===== config.mk =====
export PLATFORM = sky130hd
export DESIGN_NAME = bmp_capture_ctrl
export DESIGN_NICKNAME = d
export VERILOG_FILES = /design/src/rtl/bmp_capture_ctrl.sv
export SDC_FILE = /design/constraint.sdc
export NUM_CORES = 1
export LEC_CHECK = 0
export BUFFER_PORTS_ARGS = -buffer_cell sky130_fd_sc_hd__buf_2
export CAP_MARGIN = 40
export CORE_AREA = 2 2 103 144
export CTS_CLUSTER_SIZE = 24
export DETAILED_ROUTE_END_ITERATION = 8
export DIE_AREA = 0 0 105 146
export GPL_TIMING_DRIVEN = 1
export MAX_ROUTING_LAYER = met4
export PLACE_DENSITY_LB_ADDON = 0.12
export SKIP_LAST_GASP = 1
export SLEW_MARGIN = 5
export SYNTH_ARGS = -nofsm -noshare
export SYNTH_HDL_FRONTEND = slang
export SYNTH_SLANG_ARGS = --single-unit
export TNS_END_PERCENT = 1

===== constraint.sdc =====
create_clock -name clk -period 3 [get_ports clk]
set_clock_uncertainty 0.2 [all_clocks]
set_input_delay 0.3 -clock clk [delete_from_list [all_inputs] [get_ports clk]]
set_output_delay 0.3 -clock clk [all_outputs]
set_load 0.005 [all_outputs]

===== src/rtl/bmp_capture_ctrl.sv =====
// bmp_capture_ctrl: arms on start, skips frames, captures one frame as bottom-up BMP pixel writes and supplies header fields
module bmp_capture_ctrl #(
  parameter int HRES = 320,
  parameter int VRES = 240
) (
  input  logic            clk,
  input  logic            rst_n,
  input  logic            i_start,
  input  logic            i_abort,
  input  logic [3:0]      i_skip,
  input  logic            i_vsync,
  input  logic            i_de,
  input  logic [23:0]     i_data,
  output logic            o_pix_we,
  output logic [23:0]     o_pix_data,
  output logic [15:0]     o_pix_x,
  output logic [15:0]     o_pix_y,
  output logic            o_busy,
  output logic            o_done,
  output logic            o_err,
  output logic [1:0]      o_err_code,
  output logic [1:0]      o_pad,
  output logic [3:0][7:0] o_bfSize,
  output logic [3:0][7:0] o_biSizeImage,
  output logic [3:0][7:0] o_biWidth,
  output logic [3:0][7:0] o_biHeight
);
  typedef enum logic [2:0] {IDLE, ARM, CAPT, DONE, ERR} state_t;
  localparam int ROW_BYTES = ((HRES * 24 + 31) / 32) * 4;
  localparam int IMG_SIZE = ROW_BYTES * VRES;
  function automatic logic [31:0] bswap(input logic [31:0] v);
    return {v[7:0], v[15:8], v[23:16], v[31:24]};
  endfunction
  assign o_pad         = 2'(ROW_BYTES - HRES * 3);
  assign o_biSizeImage = bswap(32'(IMG_SIZE));
  assign o_bfSize      = bswap(32'(IMG_SIZE + 54));
  assign o_biWidth     = bswap(32'(HRES));
  assign o_biHeight    = bswap(32'(VRES));
  state_t      state_q, state_d;
  logic [3:0]  skip_q, skip_d;
  logic [15:0] x_q, x_d, line_q, line_d, pix_x_q, pix_x_d, pix_y_q, pix_y_d;
  logic [23:0] pix_data_q, pix_data_d;
  logic [1:0]  code_q, code_d;
  logic        vs_q, de_q, pix_we_q, pix_we_d, err_q, err_d, vs_rise, line_end;
  assign vs_rise    = i_vsync & ~vs_q;
  assign line_end   = ~i_de & de_q;
  assign o_pix_we   = pix_we_q;
  assign o_pix_data = pix_data_q;
  assign o_pix_x    = pix_x_q;
  assign o_pix_y    = pix_y_q;
  assign o_busy     = (state_q == ARM) || (state_q == CAPT);
  assign o_done     = state_q == DONE;
  assign o_err      = err_q;
  assign o_err_code = code_q;
  always_comb begin
    state_d    = state_q;
    skip_d     = skip_q;
    x_d        = x_q;
    line_d     = line_q;
    err_d      = err_q;
    code_d     = code_q;
    pix_we_d   = 1'b0;
    pix_data_d = pix_data_q;
    pix_x_d    = pix_x_q;
    pix_y_d    = pix_y_q;
    if (i_abort) begin
      state_d = IDLE;
    end else begin
      case (state_q)
        IDLE, ERR: if (i_start) begin
          state_d = ARM;
          skip_d  = i_skip;
          err_d   = 1'b0;
          code_d  = 2'd0;
        end
        ARM: if (vs_rise) begin
          state_d = (skip_q == 4'd0) ? CAPT : ARM;
          skip_d  = (skip_q == 4'd0) ? skip_q : skip_q - 4'd1;
          x_d     = 16'd0;
          line_d  = 16'd0;
        end
        CAPT: begin
          if (line_q == 16'(VRES)) begin
            state_d = DONE;
          end else if (vs_rise || (i_de && x_q == 16'(HRES)) || (line_end && x_q != 16'(HRES))) begin
            state_d = ERR;
            err_d   = 1'b1;
            code_d  = vs_rise ? 2'd3 : i_de ? 2'd1 : 2'd2;
          end else if (i_de) begin
            pix_we_d   = 1'b1;
            pix_data_d = i_data;
            pix_x_d    = x_q;
            pix_y_d    = 16'(VRES - 1) - line_q;
            x_d        = x_q + 16'd1;
          end else if (line_end) begin
            x_d    = 16'd0;
            line_d = line_q + 16'd1;
          end
        end
        default: state_d = IDLE;
      endcase
    end
  end
  always_ff @(posedge clk or negedge rst_n) begin
    if (!rst_n) begin
      state_q    <= IDLE;
      skip_q     <= '0;
      x_q        <= '0;
      line_q     <= '0;
      vs_q       <= 1'b0;
      de_q       <= 1'b0;
      err_q      <= 1'b0;
      code_q     <= '0;
      pix_we_q   <= 1'b0;
      pix_data_q <= '0;
      pix_x_q    <= '0;
      pix_y_q    <= '0;
    end else begin
      state_q    <= state_d;
      skip_q     <= skip_d;
      x_q        <= x_d;
      line_q     <= line_d;
      vs_q       <= i_vsync;
      de_q       <= i_de;
      err_q      <= err_d;
      code_q     <= code_d;
      pix_we_q   <= pix_we_d;
      pix_data_q <= pix_data_d;
      pix_x_q    <= pix_x_d;
      pix_y_q    <= pix_y_d;
    end
  end
endmodule


==> flow_summary.ini <==
[synthesis]
syn_area_um2 = 6180
post_synth_mux_area_share = 0.102
post_synth_and_or_nand_nor_area_fraction = 0.123
yosys.area.top_type_share = 0.409
number_of_synthesized_flops_with_an_enable_pin = 0
main_combinational_cell_family_by_area_after_synthesis = buffers and inverters
post_synth.cell_area_avg_um2 = 10.3
post_synth_cell_types = 68
most_frequent_cell_after_synthesis = sky130_fd_sc_hd__buf_4
adder_and_majority_gate_portion_of_the_synthesized_area = 0.0142
synthArstFlopShare = 1.00
yosys-top-cells-count = 134 x sky130_fd_sc_hd__buf_4, 101 x sky130_fd_sc_hd__dfrtp_1, 47 x sky130_fd_sc_hd__o21ai_0
yosys_warnings = 0
netlist_instances = 600
synth_seq_area_share = 0.409
yosysTopAreaCell = sky130_fd_sc_hd__dfrtp_1
dominant_cells_by_area_after_synthesis = sky130_fd_sc_hd__dfrtp_1 41%, sky130_fd_sc_hd__buf_4 16%, sky130_fd_sc_hd__mux2_4 6.8%, sky130_fd_sc_hd__o21ai_0 3.8%, sky130_fd_sc_hd__mux2_2 2.9%
synth_compound_gate_area_share = 0.136
synth_top_flop_cell = sky130_fd_sc_hd__dfrtp_1
synth_seq_cells = 101
area_share_of_xor_xnor_cells_in_the_synthesized_design = 0.0142

[detailed_routing]
ant_nets = 0
route.vias.total = 4417
firstDrtPassIters = 5
detail_route.drc_violations = 0
routed_wl_mm = 13.4
detail_route.wl_per_cell_um = 14.9
vias_per_cell = 4.91
drt_first_iter_violations = 230

[critical_path]
worstPathCellList = or4_4, nor4_4, a211oi_4, nand2_8, inv_6, mux2_4
critPathMaxFanout = 32
cp_data_arrival_time_ns = 2.72
worstRegToRegCells = 6
worst_reg2reg_setup_slack_ns = 0.32
cp-end-kind = flop
capturing_point_of_the_worst_reg2reg_path = o_pix_y[10]
start_kind = flop
critical_path_required_ns = 3.04
crit_type = reg -> reg
critical-path-top-delay-family = simple AND/OR/NAND/NOR gates
cp_slowest_stage_delay_ns = 0.60
critical_path.slowest_cell = sky130_fd_sc_hd__or4_4
regToRegStartpoint = line_q[8]
critical_path.n_buffers_inverters = 1

[hold_path]
worstHoldStart = i_skip[0]
holdCritPathClass = in -> reg
hold_end = skip_q[0]
holdPathStages = 3

[flow_run]
maxCapViolations = 0

[clocking]
cts_sinks = 101
tritoncts.num_buffers = 9
htreeDepth = 3
later_pin_clock_latency_in_the_skew_report_ns = 0.35
cts_tree = yes
clock_path_buffers = 2
post-cts-setup-buffers = 0
clk_pin_slew_ns = 0.08
clock_tree.root_cell = sky130_fd_sc_hd__clkbuf_16

[timing]
timing_max_transition_violations_final = 0
timing.setup.tns_ns = 0
timing.final.crit_share = 0.894
setup_viol_count_final = 0
hold_slack_ns = 0.00154
relSlewSlack = 0.506
hold_violations = 0
fin_crit_ns = 2.68
grt_setup_unrepaired = no
worst_slew_pin_slew_ns = 0.734
max_clock_freq_mhz = 373

[cells_and_area]
layout.filler_cells = 1336
layout-drive-gt1-share = 0.262
synthToLayoutAreaGrowth_pct = 11.2
antenna_cells = 0
design.final.nets = 751

[floorplan]
initial_utilization = 0.444
core_area_um2 = 13900
fp-row-count = 51
die_h_um = 146
die-area_um2 = 15300
top_level_ports = 226
die_w_um = 105

[pwr]
power.ir.vdd_worst_mv = 0.270
power.static_leakage_nw = 3.45
power_per_cell_area_nw_per_um2 = 501

[grt]
grt_use_total = 0.180
first_global_vias = 4166
grt_overflow_total = 0
pin_count_of_the_biggest_net_entering_global_routing = 57
grt_antenna_before_repair = 0
global_route_wire_length_before_repair_mm = 21.8

[placed_design]
hpwl_mm = 9.48
portBuffers = 95
routabilityCongestion = 0.829

[status]
run_status = completed
==> worst min-delay path, cell delays in order <==
cell and delay [ns]:
sky130_fd_sc_hd__buf_2 0.07, sky130_fd_sc_hd__nand3_1 0.05, sky130_fd_sc_hd__o211ai_1 0.09
==> state kept, by name, summed over array words and instances, names as in the netlist <==
register / cells
state_q: 3
o_pix_we: 1
o_pix_data: 24
o_err_code: 2
de_q: 1
line_q: 16
skip_q: 4
x_q: 16
o_pix_x: 16
vs_q: 1
o_err: 1
o_pix_y: 16
==> cells by family after synthesis <==
family,Yosys count
XOR/XNOR,10
multiplexers,47
AO/OA/AOI/OAI,124
flip-flops,101
adder cells (fa/ha/maj),7
buffers and inverters,177
AND/OR/NAND/NOR,132
other,2
==> metrics by stage <==
| step | setup slack [ns] | instance area (um2) | util | std cells | total power, mW |
|---|---|---|---|---|---|
| floorplan | 0.551 | 6660 | - | 728 | 2.14 |
| finish | 0.319 | 6870 | 0.494 | 900 | 3.44 |
| global route | 0.171 | 6870 | 0.494 | 900 | 3.64 |
| CTS | 0.296 | 6870 | 0.494 | 900 | 3.48 |
| global placement | 0.347 | 6290 | 0.452 | 857 | 2.22 |
| detailed placement | 0.301 | 6290 | 0.452 | 857 | 2.24 |
==> metal layers <==
metal  GRT usage  routed length, um  vias up
met4      0.0593                228        0
li1            -                  -     2078
met1       0.226               5670     2135
met2       0.296               6700      187
met5           -                  0        -
met3      0.0260                773       17
==> worst max path at each step <==
| stage | slack (ns) | from | endpoint | cells after the start |
|---|---|---|---|---|
| after global routing | 0.17 | x_q[0] | o_pix_data[1] | 8 |
| after detailed placement | 0.30 | x_q[0] | o_pix_data[1] | 8 |
| after CTS | 0.30 | x_q[0] | o_pix_data[1] | 8 |
| final | 0.32 | line_q[8] | o_pix_y[10] | 6 |
| after floorplan | 0.55 | x_q[0] | o_pix_data[10] | 9 |
| after global placement | 0.35 | line_q[8] | o_pix_y[14] | 6 |
==> where the power goes <==
| group | switching (mW) | internal (mW) |
|---|---|---|
| Clock | 0.603 | 0.602 |
| Combinational | 0.325 | 0.285 |
| Sequential | 0.146 | 1.48 |
==> layout by cell type, fill, tap and decap left out, types with 13 or more instances in the layout <==
cell and n:
sky130_fd_sc_hd__mux2_2 16, sky130_fd_sc_hd__o31ai_1 18, sky130_fd_sc_hd__conb_1 130, sky130_fd_sc_hd__buf_2 94
sky130_fd_sc_hd__nand3_1 17, sky130_fd_sc_hd__inv_1 13, sky130_fd_sc_hd__mux2_4 28, sky130_fd_sc_hd__dfrtp_1 101
sky130_fd_sc_hd__nor2_1 17, sky130_fd_sc_hd__o21ai_0 47, sky130_fd_sc_hd__dlygate4sd3_1 27, sky130_fd_sc_hd__nand2_1 28
==> layout make-up <==
class | count | area [um2] | share of cell area
Clock inverter | 7 | 83.8 | 0.0122
Inverter | 14 | 57.6 | 0.00838
Multi-Input combinational cell | 450 | 2890 | 0.421
Sequential cell | 101 | 2530 | 0.368
Clock buffer | 9 | 225 | 0.0328
Timing Repair Buffer | 134 | 851 | 0.124
Tap cell | 185 | 231 | 0.0337
==> timing repair <==
action	4_1_cts	5_1_grt
gates resized for setup	0	0
hold buffers	27	0
endpoints found under the hold margin	71	0
Power figures use the tool's default switching activity.
